### src/rtl/bip_pkg.sv
// Shared encodings for the bip instruction sequencer: opcodes, FSM states,
// accumulator/ALU select codes and the decoded control bundle.
package bip_pkg;

  localparam int unsigned OPC_BITS  = 5;
  localparam int unsigned OPND_BITS = 11;
  localparam int unsigned SEL_A_W   = 2;

  localparam logic [OPC_BITS-1:0] OPC_HLT  = 5'b00000;
  localparam logic [OPC_BITS-1:0] OPC_STO  = 5'b00001;
  localparam logic [OPC_BITS-1:0] OPC_LD   = 5'b00010;
  localparam logic [OPC_BITS-1:0] OPC_LDI  = 5'b00011;
  localparam logic [OPC_BITS-1:0] OPC_ADD  = 5'b00100;
  localparam logic [OPC_BITS-1:0] OPC_ADDI = 5'b00101;
  localparam logic [OPC_BITS-1:0] OPC_SUB  = 5'b00110;
  localparam logic [OPC_BITS-1:0] OPC_SUBI = 5'b00111;

  localparam logic [SEL_A_W-1:0] SEL_MEM = 2'b00;
  localparam logic [SEL_A_W-1:0] SEL_IMM = 2'b01;
  localparam logic [SEL_A_W-1:0] SEL_ALU = 2'b10;

  localparam logic OP_ADD = 1'b0;
  localparam logic OP_SUB = 1'b1;

  typedef enum logic [2:0] {
    ST_IDLE    = 3'd0,
    ST_FETCH   = 3'd1,
    ST_DECODE  = 3'd2,
    ST_EXECUTE = 3'd3,
    ST_HALT    = 3'd4
  } state_e;

  // Per-opcode datapath controls; the *_en strobes are gated by state in the top.
  typedef struct packed {
    logic [SEL_A_W-1:0] sel_a;
    logic               sel_b;
    logic               op;
    logic               wr_acc_en;
    logic               wr_ram_en;
    logic               rd_ram_en;
  } ctrl_t;

  function automatic logic is_hlt(input logic [OPC_BITS-1:0] opc);
    return (opc == OPC_HLT);
  endfunction

endpackage

### src/rtl/bip_decoder.sv
// Pure opcode decoder: maps a 5-bit opcode onto the datapath control bundle.
// Unlisted opcodes decode to all-zero controls and therefore behave as NOP.
module bip_decoder
  import bip_pkg::*;
(
  input  logic [OPC_BITS-1:0] opc,
  output ctrl_t               ctrl_c
);

  // Opcode to control-bundle lookup.
  always_comb begin
    ctrl_c = '0;
    case (opc)
      OPC_STO: ctrl_c.wr_ram_en = 1'b1;
      OPC_LD: begin
        ctrl_c.sel_a     = SEL_MEM;
        ctrl_c.wr_acc_en = 1'b1;
        ctrl_c.rd_ram_en = 1'b1;
      end
      OPC_LDI: begin
        ctrl_c.sel_a     = SEL_IMM;
        ctrl_c.wr_acc_en = 1'b1;
      end
      OPC_ADD: begin
        ctrl_c.sel_a     = SEL_ALU;
        ctrl_c.sel_b     = 1'b0;
        ctrl_c.op        = OP_ADD;
        ctrl_c.wr_acc_en = 1'b1;
        ctrl_c.rd_ram_en = 1'b1;
      end
      OPC_ADDI: begin
        ctrl_c.sel_a     = SEL_ALU;
        ctrl_c.sel_b     = 1'b1;
        ctrl_c.op        = OP_ADD;
        ctrl_c.wr_acc_en = 1'b1;
      end
      OPC_SUB: begin
        ctrl_c.sel_a     = SEL_ALU;
        ctrl_c.sel_b     = 1'b0;
        ctrl_c.op        = OP_SUB;
        ctrl_c.wr_acc_en = 1'b1;
        ctrl_c.rd_ram_en = 1'b1;
      end
      OPC_SUBI: begin
        ctrl_c.sel_a     = SEL_ALU;
        ctrl_c.sel_b     = 1'b1;
        ctrl_c.op        = OP_SUB;
        ctrl_c.wr_acc_en = 1'b1;
      end
      default: ctrl_c = '0;
    endcase
  end

endmodule

### src/rtl/bip_control.sv
// Instruction sequencer: FETCH/DECODE/EXECUTE over a synchronous program
// memory, driving accumulator datapath and data-memory strobes. Every output
// comes straight from a flop.
// Optional: define BIP_CYCLE_COUNT_EN to add a 32-bit busy-cycle counter.
//
// Fetch timing: the program memory returns data one cycle after the address.
// pc is advanced on the DECODE->EXECUTE edge so the next address is already
// presented during EXECUTE, and the word is valid during FETCH. ir and the
// decoded controls are captured leaving FETCH, so operand and rd_ram are
// stable throughout DECODE, one cycle ahead of the consuming wr_acc.
module bip_control
  import bip_pkg::*;
#(
  parameter int unsigned PC_W   = 11,
  parameter int unsigned OPC_W  = 5,
  parameter int unsigned OPND_W = 11
) (
  input  logic                    clk,
  input  logic                    reset,
  input  logic                    start,
  input  logic [OPC_W+OPND_W-1:0] pm_instr,
  output logic [PC_W-1:0]         pm_addr,
  output logic [OPND_W-1:0]       operand,
  output logic [1:0]              sel_a,
  output logic                    sel_b,
  output logic                    op,
  output logic                    wr_acc,
  output logic                    rd_ram,
  output logic                    wr_ram,
  output logic                    busy,
  output logic                    halted
`ifdef BIP_CYCLE_COUNT_EN
  ,
  output logic [31:0]             cycle_count
`endif
);

  localparam int unsigned INSTR_W = OPC_W + OPND_W;

  state_e              state_q, state_d;
  logic [PC_W-1:0]     pc_q, pc_d;
  logic [INSTR_W-1:0]  ir_q, ir_d;
  ctrl_t               ctrl_q, ctrl_d;
  logic                refill_q, refill_d;
  logic                wr_acc_q, wr_acc_d;
  logic                wr_ram_q, wr_ram_d;
  logic                rd_ram_q, rd_ram_d;
  logic                busy_q, busy_d;
  logic                halted_q, halted_d;
  logic                start_ok_c;
  ctrl_t               pm_ctrl_c;
  logic [OPC_BITS-1:0] pm_opc_c;
  logic [OPC_BITS-1:0] ir_opc_c;

  assign pm_opc_c = OPC_BITS'(pm_instr[INSTR_W-1 -: OPC_W]);
  assign ir_opc_c = OPC_BITS'(ir_q[INSTR_W-1 -: OPC_W]);

  bip_decoder u_dec (
    .opc    (pm_opc_c),
    .ctrl_c (pm_ctrl_c)
  );

  // Next-state, pc/ir update and registered output decode.
  always_comb begin
    state_d    = state_q;
    pc_d       = pc_q;
    ir_d       = ir_q;
    ctrl_d     = ctrl_q;
    refill_d   = refill_q;
    start_ok_c = 1'b0;

    case (state_q)
      ST_IDLE, ST_HALT: begin
        if (start) begin
          start_ok_c = 1'b1;
          state_d    = ST_FETCH;
          pc_d       = '0;
          // Leaving HALT the memory still shows the HLT word; wait one
          // extra FETCH cycle for word 0 to arrive.
          refill_d   = (state_q == ST_HALT);
        end
      end
      ST_FETCH: begin
        if (refill_q) begin
          refill_d = 1'b0;
        end else begin
          ir_d    = pm_instr;
          ctrl_d  = pm_ctrl_c;
          state_d = ST_DECODE;
        end
      end
      ST_DECODE: begin
        state_d = ST_EXECUTE;
        if (!is_hlt(ir_opc_c)) pc_d = pc_q + PC_W'(1);
      end
      ST_EXECUTE: begin
        state_d = is_hlt(ir_opc_c) ? ST_HALT : ST_FETCH;
      end
      default: begin
        state_d = ST_IDLE;
      end
    endcase

    busy_d   = (state_d == ST_FETCH) || (state_d == ST_DECODE) ||
               (state_d == ST_EXECUTE);
    halted_d = (state_d == ST_HALT);
    rd_ram_d = (state_d == ST_DECODE)  && ctrl_d.rd_ram_en;
    wr_acc_d = (state_d == ST_EXECUTE) && ctrl_d.wr_acc_en;
    wr_ram_d = (state_d == ST_EXECUTE) && ctrl_d.wr_ram_en;
  end

  // State and output registers; reset aborts any instruction in flight.
  always_ff @(posedge clk or negedge reset) begin
    if (!reset) begin
      state_q  <= ST_IDLE;
      pc_q     <= '0;
      ir_q     <= '0;
      ctrl_q   <= '0;
      refill_q <= 1'b0;
      wr_acc_q <= 1'b0;
      wr_ram_q <= 1'b0;
      rd_ram_q <= 1'b0;
      busy_q   <= 1'b0;
      halted_q <= 1'b0;
    end else begin
      state_q  <= state_d;
      pc_q     <= pc_d;
      ir_q     <= ir_d;
      ctrl_q   <= ctrl_d;
      refill_q <= refill_d;
      wr_acc_q <= wr_acc_d;
      wr_ram_q <= wr_ram_d;
      rd_ram_q <= rd_ram_d;
      busy_q   <= busy_d;
      halted_q <= halted_d;
    end
  end

  assign pm_addr = pc_q;
  assign operand = ir_q[OPND_W-1:0];
  assign sel_a   = ctrl_q.sel_a;
  assign sel_b   = ctrl_q.sel_b;
  assign op      = ctrl_q.op;
  assign wr_acc  = wr_acc_q;
  assign wr_ram  = wr_ram_q;
  assign rd_ram  = rd_ram_q;
  assign busy    = busy_q;
  assign halted  = halted_q;

`ifdef BIP_CYCLE_COUNT_EN
  logic [31:0] cyc_q, cyc_d;

  // Busy-cycle counter, restarted by every accepted start.
  always_comb begin
    cyc_d = cyc_q;
    if (start_ok_c) cyc_d = '0;
    else if (busy_q) cyc_d = cyc_q + 32'd1;
  end

  // Counter register.
  always_ff @(posedge clk or negedge reset) begin
    if (!reset) cyc_q <= '0;
    else        cyc_q <= cyc_d;
  end

  assign cycle_count = cyc_q;
`endif

endmodule
### config.mk
export PLATFORM = sky130hd
export DESIGN_NAME = bip_control
export DESIGN_NICKNAME = d
export VERILOG_FILES = /design/src/rtl/bip_pkg.sv /design/src/rtl/bip_decoder.sv /design/src/rtl/bip_control.sv
export SDC_FILE = /design/constraint.sdc
export NUM_CORES = 1
export LEC_CHECK = 0
export ABC_AREA = 1
export BUFFER_PORTS_ARGS = -buffer_cell sky130_fd_sc_hd__buf_2
export CORE_MARGIN = 5
export CORE_UTILIZATION = 48
export CTS_CLUSTER_SIZE = 28
export DETAILED_ROUTE_END_ITERATION = 8
export PLACE_DENSITY = 0.75
export SKIP_LAST_GASP = 1
export SLEW_MARGIN = 20
export SYNTH_ARGS = -nofsm -noshare
export SYNTH_HDL_FRONTEND = slang
export SYNTH_SLANG_ARGS = --single-unit
### constraint.sdc
create_clock -name clk -period 1.3 [get_ports clk]
set_input_delay 0.195 -clock clk [delete_from_list [all_inputs] [get_ports clk]]
set_output_delay 0.195 -clock clk [all_outputs]
set_load 0.02 [all_outputs]
---- After elaboration in Yosys (flattened, before gate mapping) ----
Index checks and enable logic that the tools add are counted.
storage, ports and cells
  flip-flop bits (word level) ............. 43
  logic and storage cells ................. 66
cells by class
  $add $sub $neg .......................... 1
  bitwise operators ....................... 1
  equality and inequality tests ........... 17
  muxes and demuxes ....................... 16
  reductions and logical operators ........ 16
operators with widths
  kind                   number
  $mux 11                2
  $pmux 11 s2            1
  $eq 5x3->1 const B     4
  $mux 3                 5
  $eq 3x2->1 const B     4
  $pmux 3 s4             1
  $add 11x1->11 const B  1
  $eq 5x2->1 const B     2
  $eq 3x1->1 const B     2
  $eq 3x3->1 const B     2
  $pmux 2 s3             1
  $reduce_or 6->1        1
  $eq 5x1->1 const B     1
  $logic_not 5->1        1
  $mux 1                 4
  $ne 2x2->1 const B     2
  $pmux 2 s2             1
  $reduce_and 2->1       2
  $reduce_bool 2->1      2
  $reduce_or 4->1        1
  $logic_and 1x1->1      3
  $logic_not 3->1        1
  $reduce_and 3->1       1
  $reduce_or 3->1        1
  4 further kinds        5

---- Depth between registers and ports, before layout ----
Gate-level depths: netlist of run 1.
  depth after elaboration ................. 6
  mapped depth ............................ 9
  gate-level depth less buffers ........... 9

---- Hierarchy ----
A second synthesis of run 1 with hierarchy kept.
second synthesis, totals
  cells, all modules ...................... 268
  area, all modules ....................... 2164.6 µm²
modules (own cells, without submodules)
  module       cells an instance  area an instance (µm²)  times used
  bip_control  246                2073.2                  1
  bip_decoder  22                 91.3                    1

---- Worst setup path before layout of run 1 ----
No wires, ideal clock.
  path kind ............................... register to register
  from .................................... register pc_q[1], in the netlist pm_addr[1]
  to ...................................... register pc_q[4], in the netlist pm_addr[4]
  cell stages (with the launch flop) ...... 8
  data arrival time ....................... 1.368 ns
  buffers on the path ..................... 1
  clock period less this slack ............ 1.451 ns
  setup slack ............................. -0.151 ns
  cell sequence ........................... dfrtp_1 ha_1 clkbuf_1 nand3_1 xor2_1 nor2_1 nand2_1 o21ai_0
between the ends
  word-level cells in the longest chain between the ends .. 3
ends and longest elaborated chain
  what                    RTL line            text
  from (decl)             bip_control.sv:41   logic [PC_W-1:0] pc_q, pc_d;
  from (signal assigned)  bip_control.sv:127  pc_q <= pc_d;
  $add 11x1->11           bip_control.sv:94   if (!is_hlt(ir_opc_c)) pc_d = pc_q + PC_W'(1);
  $mux 11                 bip_control.sv:94
  $pmux 11 s2             bip_control.sv:72   case (state_q)
No other way between the ends. The select of a mux whose other input is x is not followed.
A chain may end at the register's enable or synchronous reset.

---- Worst setup path in the final report of run 1 ----
  from .................................... register state_q[0]
  to ...................................... register rd_ram_q, in the netlist rd_ram
between the ends
  word-level cells in the longest chain between the ends .. 5
  elaborated cells between the ends (all ways) .. 12
  classes of those cells .................. eq/ne: 5; mux: 4; reduce/logical: 3
ends and longest elaborated chain
  what                                                  RTL line            text
  from (decl)                                           bip_control.sv:40   state_e state_q, state_d;
  from (signal assigned)                                bip_control.sv:126  state_q <= state_d;
  $eq 3x3->1 / $logic_not 3->1 (equally long branches)  bip_control.sv:72
  $reduce_or 2->1                                       bip_control.sv:72
  $pmux 3 s4                                            bip_control.sv:72
  $eq 3x2->1                                            bip_control.sv:107  rd_ram_d = (state_d == ST_DECODE) && ctrl_d.rd_ram_en;
  $logic_and 1x1->1 *                                   bip_control.sv:107
  net rd_ram_d                                          bip_control.sv:47   logic rd_ram_q, rd_ram_d;
  to (signal assigned)                                  bip_control.sv:133  rd_ram_q <= rd_ram_d;
  to (decl)                                             bip_control.sv:47
Mark *: on every way through the listed nets, which the timed path passes. The rest lies on a longest branch.

==> results of run 1 <==
stage by stage:
stage / utilization / hold WS, ns
after floorplan: - / -0.101
after global placement: 0.568 / 0.130
after detailed placement: 0.568 / 0.126
after CTS: 0.590 / 0.0882
after global routing: 0.627 / 0.0933
final: 0.627 / 0.0969
placed cells by master, fill, tap and decap left out, types with 3 or more instances in the layout:
cell type,netlist,final
buf_2,5,49
buf_4,13,23
clkbuf_8,0,5
dfrtp_1,43,41
inv_1,22,21
inv_2,6,5
nand2_1,84,82
nand2_2,2,4
nand3_1,21,18
nand3_2,0,3
nand4_1,6,6
nor2_1,15,10
nor2_2,1,4
nor2_4,1,3
o21ai_1,14,11
o21ai_2,2,5
power groups by stage:
stage               Clock [uW]  Sequential (uW)  Combinational (uW)
finish                     811             2060                2890
global route               894             2110                3220
CTS                        845             2020                2470
detailed placement           0             2030                2470
global placement             0             2040                2390
floorplan                    0             2090                1840
registers in the layout (all words and copies together), names as in the netlist:
| register | flops |
|---|---|
| rd_ram | 1 |
| refill_q | 1 |
| busy | 1 |
| pm_addr | 11 |
| halted | 1 |
| op | 1 |
| wr_acc | 1 |
| state_q | 3 |
| sel_b | 1 |
| ctrl_q | 3 |
| sel_a | 2 |
| ir_q | 16 |
| wr_ram | 1 |
kinds of logic after synthesis:
| kind of cell | count (synthesis) | share of synthesized area |
|---|---|---|
| xor+xnor | 1 | 0.00414 |
| simple gates | 136 | 0.289 |
| fa+ha+maj | 1 | 0.00591 |
| buf+inv | 49 | 0.116 |
| compound gates | 27 | 0.0762 |
| flops | 43 | 0.508 |
layer usage:
metal / vias to the layer above / GRT usage
li1: 928 / -
met1: 809 / 0.181
met2: 50 / 0.253
met3: 5 / 0.0544
met4: 0 / 0.0577
met5: - / 0
critical path, stage by stage, from the launching register on:
cell     delay [ns]
dfrtp_1        0.40
inv_2          0.09
nor2_2         0.05
nand2_2        0.12
nor2_8         0.07
buf_4          0.13
or2_1          0.21
nand3_1        0.10
inv_1          0.04
final cells by class:
cell class / count / area (sq um)
fillers: 363 / 1610
flip-flops and latches: 43 / 1080
multi-input cells: 165 / 871
repair buffers: 77 / 494
inverters: 28 / 118
clock buffers: 6 / 72.6
well taps: 52 / 65.1
clock inverters: 2 / 12.5
final timing paths:
check	endpoint	slack [ns]	cells past startpoint	start
max in group asynchronous	state_q[2]	0.50	3	reset
setup / recovery	rd_ram	-0.02	8	state_q[0]
min in group asynchronous	pm_addr[3]	0.33	2	reset
hold / removal	ir_q[5]	0.1	3	pm_instr[5]
setup reg to reg	rd_ram	-0.02	8	state_q[0]
hold reg to reg	ir_q[10]	0.48	2	ir_q[10]
repair_timing:
action	in CTS	in global routing
buffers inserted	0	11
pin swaps	1	7
resized for setup	1	23
hold endpoints to repair	13	0
hold buffers	1	0
endpoints found under the setup margin	24	35
==> impl_metrics.toml, run 1 <==
[drt]
post_drt_wl_per_cell_um = 11.8
detail-route-antenna-nets = 0
drt_wl_total_um = 4410
dr.max_layer_used = "met4"
wl_met2_um = 2150
dr_total_vias = 1792
vias_per_cell = 4.80
wl_met1_um = 1920
wl_met3_um = 281
drc_errors = 0
drt_iter0_drc = 40
dr.pass1.iters = 4

[sta]
hold_viol = 0
layout_min_cycle_time_ns = 1.32
fin_ws_ns = -0.0163
slew_headroom = 0.765
worstMarginPinSlew_ns = 0.352
rsz0062_at_grt = "true"
fin_setup_tns_ns = -0.104
setup_viol = 14
finClkSkew_ns = 0.00547
slew_viol_final = 0
fmax_ghz = 0.760
period_share = 1.01

[job]
cap_violations = 0

[synthesis]
synth.top_cells.by_area = "dfrtp_1 51%, nand2_1 15%, nand3_1 5.0%"
synth.top_cells.by_count = "84 x nand2_1, 43 x dfrtp_1, 22 x inv_1, 21 x nand3_1, 15 x nor2_1"
syn_inst = 257
synth_edf_count = 0
syn_area_sq_mm = 0.00212
synth_cell_type_count = 31
syn_nets = 277
ys.flop_type = "dfrtp_1"
post-synth-top-area-fraction = 0.508
avgSynthCellArea_sq_um = 8.24
synth-seq-cells = 43
yosysMostFrequentCell = "nand2_1"
synth_top_area_cell = "dfrtp_1"
yosysSeqAreaShare = 0.508
async_reset_ff_frac = 1.00
ys.warnings.count = 0

[pwr]
intPower_uw = 3350
pwr-share-clk = 0.141
peakVddDrop_uv = 1130
p_leak_uw = 0.00147
comb_power_share = 0.502
seqPwrFrac = 0.357
p_total_uw = 5760
swShare = 0.419
p_sw_uw = 2410
power_density_mw_per_mm2 = 2120

[place]
dpl.hpwl_um = 3120
dp_slack_ns = -0.0448
numPortBuffers = 49
gp_congestion = 0.855
place_inst = 353
placed_area_sq_mm = 0.00245

[critical_path]
worstSetupEndpointType = "register"
worstPathMaxFanout = 5
critical_path_arrival_ns = 1.51
setup.worst_path.class = "register to register"
start_kind = "register"
required_ns = 1.50

[global_routing]
overflow = 0
grt_max_degree = 31
grt_pass1_wl_um = 7300
grtUsageTotal = 0.153
antenna_found_initial = 0
grt_pass1_vias = 1722

[cts]
cts_tree = "done"
clkLatencyLatePin_ns = 0.29
clkSinkCount = 43
clk_path_buf_depth = 2
htreeDepth = 2
clkSlewWorstSetupHoldPaths_ns = 0.08
cts_made_buffers = 5
clock-root-buffer = "clkbuf_8"

[finish]
final_layout_size_suffix_gt1_frac = 0.364
layoutNonFillerInstCount = 373
final_area_sq_mm = 0.00271
antenna_cells = 0
areaGrowthSynthToFinish_pct = 28.0
nNetsFinal = 340

[die]
die_x_um = 76.4
rows = 24
core_area_sq_mm = 0.00432
initial_core_util = 0.490
die_height_um = 76.4
io_pins = 50
die_area_sq_mm = 0.00584

[outcome]
run_status = "finished, violations left"
failed_checks = "negative setup slack"

[worst_hold_path]
hp-class = "input pin to register"
No activity file was read; power rests on OpenSTA's default activity.
==> inputs of run 2 (changes only) <==
==> constraint.sdc (replaced) <==
create_clock -name clk -period 1.3 [get_ports clk]
set_input_delay 0.065 -clock clk [delete_from_list [all_inputs] [get_ports clk]]
set_output_delay 0.065 -clock clk [all_outputs]
set_load 0.02 [all_outputs]
==> run 2 against run 1 <==
The flow still finishes with violations (negative setup slack). Via count up 3.5%. Critical path depth down 1. Critical path type unchanged. Largest power group unchanged. Clock skew up 0.0018 ns.
==> impl_metrics.toml, run 2 (same netlist as run 1, synthesis figures left out) <==
[critical_path]
crit_buf_inv = 2
critical_path_arrival_ns = 1.54
critical_path.max_stage_delay_ns = 0.47
worstPathMaxFanout = 6
r2r_slack_ns = -0.06
required_ns = 1.47
start_kind = "register"
crit_slowest_cell = "dfrtp_2"
path_delay_family = "simple AND/OR/NAND/NOR gates"
r2r_cells = 7
setup.worst_path.class = "register to register"
worstSetupEndpointType = "register"
r2r-start = "state_q[1]"
reg2reg_to = "ir_q[13]"
cp_cell_sequence = "nor2_4 > nand2_4 > nor2_8 > inv_8 > buf_4 > nand2_1 > o21ai_1"

[worst_hold_path]
hp-class = "input pin to register"
min_from = "pm_instr[14]"
hold_path_end = "ir_q[14]"
whs_path_depth = 3

[sta]
slew_viol_final = 0
worstMarginPinSlew_ns = 0.360
fmax_ghz = 0.733
layout_min_cycle_time_ns = 1.36
rsz0062_at_grt = "true"
fin_ws_ns = -0.0645
hold_viol = 0
hold_slack_ns = 0.0740
finClkSkew_ns = 0.00722
period_share = 1.05
slew_headroom = 0.760
setup_viol = 22

[finish]
fin_util = 0.668
ff_latch_area_sq_mm = 0.00108
areaGrowthSynthToFinish_pct = 36.3
final_area_sq_mm = 0.00289
largest_reg_flops = 16
mostFrequentLayoutCell = "nand2_1"
antenna_cells = 0
fill_cells = 344
final_cell_mix = "81 x nand2_1, 49 x buf_2, 40 x dfrtp_1"
final_layout_size_suffix_gt1_frac = 0.352
largest-register = "ir_q"
multi_input_area_sq_um = 880
nNetsFinal = 351
layoutNonFillerInstCount = 384

[die]
core_area_sq_mm = 0.00432
die_x_um = 76.4
initial_core_util = 0.490
rows = 24
die_area_sq_mm = 0.00584
die_height_um = 76.4
io_pins = 50

[place]
place_inst = 353
placed_area_sq_mm = 0.00245
numPortBuffers = 49
dpl.hpwl_um = 3110
gp_congestion = 0.857

[drt]
detail-route-antenna-nets = 0
drc_errors = 0
vias_per_cell = 4.83
drt_iter0_drc = 66
post_drt_wl_per_cell_um = 12.2
dr_total_vias = 1855
drt_wl_total_um = 4700
dr.pass1.iters = 5

[global_routing]
antenna_found_initial = 0
grt_pass1_wl_um = 7800
grtUsageTotal = 0.157
grt_max_degree = 31
grt_pass1_vias = 1832
overflow = 0

[cts]
cts_made_buffers = 5
htreeDepth = 2
clkLatencyLatePin_ns = 0.29
cts_tree = "done"
clkSinkCount = 43
clk_path_buf_depth = 2
clkSlewWorstSetupHoldPaths_ns = 0.08
clock-root-buffer = "clkbuf_8"

[pwr]
p_leak_uw = 0.00154
power_density_mw_per_mm2 = 2160
peakVddDrop_uv = 1350

[outcome]
failed_checks = "negative setup slack"
run_status = "finished, violations left"

[job]
cap_violations = 0
run 2: changes by cell type in the layout (fill, tap and decap cells not counted), sizes merged:
| cell | delta |
|---|---|
| dlygate4sd3 | +11 |
| buf | -1 |
| bufinv | +1 |
| clkbuf | +1 |
| clkinv | -1 |
| clkinvlp | -1 |
| inv | +1 |
run 2: where the power goes:
part / leakage, uW / switching (uW) / internal (uW) / total [uW]
Sequential: 0.000554 / 295 / 1770 / 2070
Clock: 0.0000524 / 437 / 575 / 1010
Combinational: 0.000929 / 1790 / 1360 / 3150
run 2: final cells by class:
| cell class | count | area share |
|---|---|---|
| Sequential cell | 43 | 0.374 |
| Multi-Input combinational cell | 165 | 0.305 |
| Timing Repair Buffer | 87 | 0.218 |
| Inverter | 28 | 0.0416 |
| Clock buffer | 7 | 0.0264 |
| Tap cell | 52 | 0.0225 |
| Clock inverter | 1 | 0.0104 |
| Timing Repair inverter | 1 | 0.00217 |
run 2: stage by stage:
step / power [uW] / setup slack [ns] / setup TNS (ns)
6_report: 6230 / -0.0645 / -0.448
3_5_place_dp: 4540 / -0.0360 / -0.257
3_3_place_gp: 4480 / -0.0254 / -0.124
2_1_floorplan: 3940 / -0.000999 / -0.000999
5_1_grt: 6650 / -0.124 / -2.40
4_1_cts: 5620 / -0.00721 / -0.00721
run 2: worst max-delay path by stage:
stage | start | end | slack [ns] | depth (start not counted)
after floorplan | pm_addr[1] | pm_addr[4] | -0.001 | 7
after global placement | ir_q[12] | pm_addr[8] | -0.03 | 6
after detailed placement | state_q[1] | pm_addr[3] | -0.04 | 8
after CTS | state_q[1] | sel_a[0] | -0.007 | 6
after global routing | state_q[1] | ir_q[13] | -0.12 | 7
final | state_q[1] | ir_q[13] | -0.06 | 7
run 2: worst register-to-register path: cells and delay by family, from the launching register on:
| family | cells | cell delay, ns |
|---|---|---|
| flops | 1 | 0.47 |
| simple gates | 4 | 0.49 |
| buf+inv | 2 | 0.22 |
| compound gates | 1 | 0.08 |
run 2: layer usage:
metal  vias to the layer above  track usage  share of wire  routed length [um]
li1                        945            -              -                   -
met2                        52        0.270           0.50                2370
met5                         -            0              0                   0
met4                         0       0.0507         0.0062                  29
met3                         6       0.0544          0.066                 308
met1                       852        0.181           0.42                1990
run 2: repair_timing:
action	in CTS	in global routing
endpoints found under the hold margin	24	0
pin swaps	0	9
hold buffers	12	0
gates resized for setup	3	26
buffers inserted	0	10
endpoints found under the setup margin	25	29
gates cloned	0	1
